### src/rtl/alu_ctrl_pkg.sv
// rtl/alu_ctrl_pkg.sv - opcodes, state encoding and opcode classifiers for the ALU sequencer
package alu_ctrl_pkg;

    localparam logic [4:0] OP_NOP  = 5'b00000;
    localparam logic [4:0] OP_ADD  = 5'b00011;
    localparam logic [4:0] OP_SUB  = 5'b00100;
    localparam logic [4:0] OP_AND  = 5'b00101;
    localparam logic [4:0] OP_OR   = 5'b00110;
    localparam logic [4:0] OP_ROR  = 5'b00111;
    localparam logic [4:0] OP_ROL  = 5'b01000;
    localparam logic [4:0] OP_SHR  = 5'b01001;
    localparam logic [4:0] OP_SHRA = 5'b01010;
    localparam logic [4:0] OP_SHL  = 5'b01011;
    localparam logic [4:0] OP_DIV  = 5'b01111;
    localparam logic [4:0] OP_MUL  = 5'b10000;
    localparam logic [4:0] OP_NEG  = 5'b10001;
    localparam logic [4:0] OP_NOT  = 5'b10010;

    typedef enum logic [1:0] {
        ST_IDLE = 2'd0,
        ST_EXEC = 2'd1,
        ST_RESP = 2'd2
    } state_t;

    function automatic logic is_muldiv(input logic [4:0] opcode);
        return (opcode == OP_MUL) || (opcode == OP_DIV);
    endfunction

    function automatic logic is_legal(input logic [4:0] opcode);
        logic legal;
        case (opcode)
            OP_AND, OP_OR, OP_ADD, OP_SUB, OP_MUL, OP_DIV,
            OP_SHR, OP_SHRA, OP_SHL, OP_ROR, OP_ROL, OP_NEG, OP_NOT: legal = 1'b1;
            default: legal = 1'b0;
        endcase
        return legal;
    endfunction

endpackage

### src/rtl/alu_op_decode.sv
// rtl/alu_op_decode.sv - classifies a request opcode as legal, mul/div, or divide-by-zero
module alu_op_decode
    import alu_ctrl_pkg::*;
#(
    parameter int DATA_W = 32
) (
    input  logic [4:0]        opcode,
    input  logic [DATA_W-1:0] b,
    output logic              legal,
    output logic              muldiv,
    output logic              div0
);

    assign legal  = is_legal(opcode);
    assign muldiv = is_muldiv(opcode);
    assign div0   = (opcode == OP_DIV) && (b == '0);

endmodule

### src/rtl/alu_op_sequencer.sv
// rtl/alu_op_sequencer.sv - handshaked multi-cycle front end for the shared combinational ALU
module alu_op_sequencer
    import alu_ctrl_pkg::*;
#(
    parameter int DATA_W     = 32,
    parameter int SIMPLE_LAT = 1,
    parameter int MULDIV_LAT = 4
) (
    input  logic                clock,
    input  logic                clear,
    input  logic                req_valid,
    output logic                req_ready,
    input  logic [4:0]          req_opcode,
    input  logic [DATA_W-1:0]   req_a,
    input  logic [DATA_W-1:0]   req_b,
    output logic [4:0]          alu_opcode,
    output logic [DATA_W-1:0]   alu_a,
    output logic [DATA_W-1:0]   alu_b,
    input  logic [2*DATA_W-1:0] alu_z,
    output logic                resp_valid,
    input  logic                resp_ready,
    output logic [DATA_W-1:0]   resp_hi,
    output logic [DATA_W-1:0]   resp_lo,
    output logic                resp_err,
    output logic                busy
);

    localparam logic [3:0] SIMPLE_CNT = 4'(SIMPLE_LAT - 1);
    localparam logic [3:0] MULDIV_CNT = 4'(MULDIV_LAT - 1);

    state_t     state, state_nx;
    logic [3:0] cnt;
    logic       err_q;
    logic       muldiv_q;
    logic       dec_legal, dec_muldiv, dec_div0;
    logic       req_err;

    alu_op_decode #(.DATA_W(DATA_W)) u_decode (
        .opcode (req_opcode),
        .b      (req_b),
        .legal  (dec_legal),
        .muldiv (dec_muldiv),
        .div0   (dec_div0)
    );

    assign req_err = !dec_legal || dec_div0;

    always_ff @(posedge clock or negedge clear) begin
        if (!clear) state <= ST_IDLE;
        else        state <= state_nx;
    end

    // Rejected requests still take one EXEC cycle so errors answer at k+1 like a 1-cycle op.
    always_comb begin
        state_nx = state;
        case (state)
            ST_IDLE: if (req_valid)  state_nx = ST_EXEC;
            ST_EXEC: if (cnt == '0)  state_nx = ST_RESP;
            ST_RESP: if (resp_ready) state_nx = ST_IDLE;
            default:                 state_nx = ST_IDLE;
        endcase
    end

    always_ff @(posedge clock or negedge clear) begin
        if (!clear) begin
            cnt        <= '0;
            err_q      <= 1'b0;
            muldiv_q   <= 1'b0;
            alu_opcode <= OP_NOP;
            alu_a      <= '0;
            alu_b      <= '0;
            resp_hi    <= '0;
            resp_lo    <= '0;
            resp_err   <= 1'b0;
        end else begin
            case (state)
                ST_IDLE: begin
                    if (req_valid) begin
                        err_q    <= req_err;
                        muldiv_q <= dec_muldiv;
                        if (req_err) begin
                            cnt <= '0;
                        end else begin
                            cnt        <= dec_muldiv ? MULDIV_CNT : SIMPLE_CNT;
                            alu_opcode <= req_opcode;
                            alu_a      <= req_a;
                            alu_b      <= req_b;
                        end
                    end
                end
                ST_EXEC: begin
                    if (cnt == '0) begin
                        resp_lo    <= err_q ? '0 : alu_z[DATA_W-1:0];
                        // Only MUL/DIV own the upper word; anything else there is stale.
                        resp_hi    <= (err_q || !muldiv_q) ? '0 : alu_z[2*DATA_W-1:DATA_W];
                        resp_err   <= err_q;
                        alu_opcode <= OP_NOP;
                    end else begin
                        cnt <= cnt - 4'd1;
                    end
                end
                default: ;
            endcase
        end
    end

    assign req_ready  = (state == ST_IDLE);
    assign busy       = (state != ST_IDLE);
    assign resp_valid = (state == ST_RESP);

endmodule

### config.mk
export PLATFORM = sky130hd
export DESIGN_NAME = alu_op_sequencer
export DESIGN_NICKNAME = d
export VERILOG_FILES = /design/src/rtl/alu_ctrl_pkg.sv /design/src/rtl/alu_op_decode.sv /design/src/rtl/alu_op_sequencer.sv
export SDC_FILE = /design/constraint.sdc
export NUM_CORES = 1
export LEC_CHECK = 0
export CAP_MARGIN = 40
export CORE_MARGIN = 8
export CORE_UTILIZATION = 38
export CTS_CLUSTER_SIZE = 24
export DETAILED_ROUTE_END_ITERATION = 8
export HOLD_SLACK_MARGIN = 0.03
export PLACE_DENSITY = 0.78
export SYNTH_ARGS = -nofsm -noshare
export SYNTH_HDL_FRONTEND = slang
export SYNTH_SLANG_ARGS = --single-unit
### constraint.sdc
create_clock -name clock -period 2.3 [get_ports clock]
set_clock_uncertainty 0.2 [all_clocks]
set_input_delay 0.345 -clock clock [delete_from_list [all_inputs] [get_ports clock]]
set_output_delay 0.345 -clock clock [all_outputs]
set_load 0.005 [all_outputs]
==> flow_metrics.env <==
export IMPL_status="completed"
export IMPL_drive_gt1_share_pct=18.0
export IMPL_row_count=45
export IMPL_place_hpwl_um=14400
export IMPL_swShare_pct=29.5
export IMPL_synthTopCellsByArea="dfrtp_1 (60%), nand2_1 (9.0%), mux2_4 (7.6%), mux2_2 (6.4%), nand3b_1 (4.0%)"
export IMPL_place_ws_ps=-632
export IMPL_die_w_um=141
export IMPL_area_growth_pct=66.6
export IMPL_rsz0062_at_grt="no"
export IMPL_multi_input_area_um2=2240
export IMPL_vdd_ir_drop_worst_uv=732
export IMPL_finalMaxSlewViolations=0
export IMPL_yosysSeqAreaShare_pct=59.8
export IMPL_grt_pass1_vias=5491
export IMPL_postSynthAreaPerCell_um2=11.7
export IMPL_p_per_area_nw_per_um2=1220
export IMPL_p_switching_mw=3.57
export IMPL_layout_min_cycle_time_ps=2270
export IMPL_fin_crit_sh_pct=98.6
export IMPL_drt_iter0_markers=188
export IMPL_netlist_area_leader_share_pct=59.8
export IMPL_reg2reg_depth=7
export IMPL_grt_pass1_wl_um=30500
export IMPL_worst_pin_slew_ps=496
export IMPL_ys_seq_elements=142
export IMPL_synth_edf_count=0
export IMPL_yosys_area_top_type="dfrtp_1"
export IMPL_critical_path_class="in -> reg"
export IMPL_start_util_pct=38.9
export IMPL_final_setup_viol_count=0
export IMPL_grt_use_met2_pct=34.2
export IMPL_place_gp_congestion=0.810
export IMPL_met3_usage_pct=7.33
export IMPL_cap_violations=0
export IMPL_grt_total_usage_pct=19.8
export IMPL_cp_max_fo=16
export IMPL_dr_pass1_iters=4
export IMPL_nNetsFinal=943
export IMPL_syn_area_um2=5940
export IMPL_arrival_ps=2370
export IMPL_startpoint_type="primary input"
export IMPL_antenna_cells=0
export IMPL_die_h_um=141
export IMPL_via_per_inst=4.87
export IMPL_cp_end_kind="flop"
export IMPL_cts_root_buf="clkbuf_16"
export IMPL_numCtsBuffers=17
export IMPL_fmax_mhz=441
export IMPL_wl_per_cell_um=19.0
export IMPL_nFillCells=1122
export IMPL_detail_route_antenna_nets=0
export IMPL_ff_latch_area_um2=3550
export IMPL_finalWorstSetupSlack_ps=32.9
export IMPL_power_internal_mw=8.54
export IMPL_comb_power_share_pct=41.4
export IMPL_clk_pin_slew_ps=60
export IMPL_relSlewSlack_pct=66.9
export IMPL_cts_tree="done"
export IMPL_min_path_cells=2
export IMPL_leakage_nw=4.68
export IMPL_cts_max_path_buffers=2
export IMPL_synth_distinct_cells=37
export IMPL_whs_ps=33.6
export IMPL_p_seq_share_pct=33.9
export IMPL_hold_path_class="in -> reg"
export IMPL_grt_use_met1_pct=22.0
export IMPL_synth_top_cells_by_count="dfrtp_1 (142), nand2_1 (142), mux2_2 (34)"
export IMPL_dieArea_um2=19900
export IMPL_synth_cells=506
export IMPL_htreeDepth=4
export IMPL_worstSkewPairLatency_ps=410
export IMPL_wl_um=19600
export IMPL_synthesis_nets=644
export IMPL_hold_viol_final=0
export IMPL_worstPathRequired_ps=2400
export IMPL_antenna_found_initial=0
export IMPL_core_um2=15300
export IMPL_overflow=0
export IMPL_numPortBuffers=273
export IMPL_synthArstFlopShare_pct=100
export IMPL_fin_setup_tns_ps=0
export IMPL_ios=274
export IMPL_num_vias=5016
export IMPL_drc=0
export IMPL_busiest_layer="met2"
export IMPL_grt_max_degree=59
export IMPL_cts_sinks=142
export IMPL_p_clk_share_pct=24.7
export IMPL_yosys_warnings=0
export IMPL_ys_flop_type="dfrtp_1"
-- final timing paths --
kind | endpoint | slack (ps) | from
worst min-delay path | alu_b[19]$_DFFE_PN0P_ | 30 | req_b[19]
worst max-delay path | alu_a[17]$_DFFE_PN0P_ | 30 | req_b[16]
worst min register to register | resp_lo[7]$_DFFE_PN0P_ | 260 | resp_lo[7]$_DFFE_PN0P_
worst max register to register | alu_b[11]$_DFFE_PN0P_ | 170 | state[0]$_DFFE_PN0P_
max in group asynchronous | resp_lo[0]$_DFFE_PN0P_ | 950 | clear
min in group asynchronous | resp_lo[20]$_DFFE_PN0P_ | 250 | clear
-- sequential cells by signal (all words and copies together) (netlist names) --
name        cells
alu_a          32
alu_b          32
resp_hi        32
resp_lo        32
alu_opcode      5
cnt             4
state           2
err_q           1
muldiv_q        1
resp_err        1
-- per-stage QoR --
stage	instances	utilization, %	instance area, um2	power (mW)
CTS	1025	64.2	9800	12.2
detailed placement	986	59.2	9030	9.14
global route	1029	64.8	9890	12.8
floorplan	506	-	5940	6.05
global placement	986	59.2	9030	8.91
finish	1029	64.8	9890	12.1
-- power by group through the flow --
| stage | combinational [mW] | sequential [mW] | clock, mW |
|---|---|---|---|
| after global placement | 4.85 | 4.06 | 0 |
| after detailed placement | 5.00 | 4.14 | 0 |
| after CTS | 5.09 | 4.11 | 3.05 |
| after floorplan | 1.89 | 4.16 | 0 |
| final | 5.01 | 4.10 | 2.99 |
| after global routing | 5.40 | 4.23 | 3.16 |
-- cell usage in the layout (no fill, tap or decap), drive strengths merged, types with 16 or more instances in the layout --
cell / count
nand3: 33
clkbuf: 23
buf: 33
clkdlybuf4s50: 247
nand3b: 32
nand2: 142
dlymetal6s2s: 16
mux2: 64
dfrtp: 142
-- cells by family after synthesis --
| logic type | synth area share (%) |
|---|---|
| simple gates | 19.5 |
| compound gates | 2.04 |
| buf+inv | 3.52 |
| mux | 14.9 |
| fa+ha+maj | 0.211 |
| flops | 59.8 |
-- per-layer routing --
metal / vias to the layer above / part of all wire (%)
met5: - / 0
met1: 2475 / 39
met4: 0 / 1.8
li1: 2301 / -
met3: 28 / 7.8
met2: 212 / 51
-- worst max-delay path, stage by stage --
cell             delay (ps)
clkdlybuf4s50_1         440
nor4_2                  220
nand2_1                 120
or4_4                   570
and3_4                  190
buf_12                  160
mux2_4                  310
-- cell type report --
type                            instances  area share [%]
Timing Repair Buffer                  309            31.8
Sequential cell                       142            35.9
Clock buffer                           23            5.03
Multi-Input combinational cell        326            22.7
Tap cell                              211            2.67
Clock inverter                          9            1.57
Inverter                                9           0.342
-- repair_timing --
| action | CTS | global route |
|---|---|---|
| hold buffers | 1 | 3 |
| cloned | 1 | 0 |
| setup buffers | 5 | 1 |
| resized for setup | 19 | 19 |
| endpoints found under the hold margin | 48 | 3 |
| pin swaps | 8 | 13 |
| setup endpoints to repair | 70 | 70 |
Note: power is estimated with default switching activity, not from simulation.
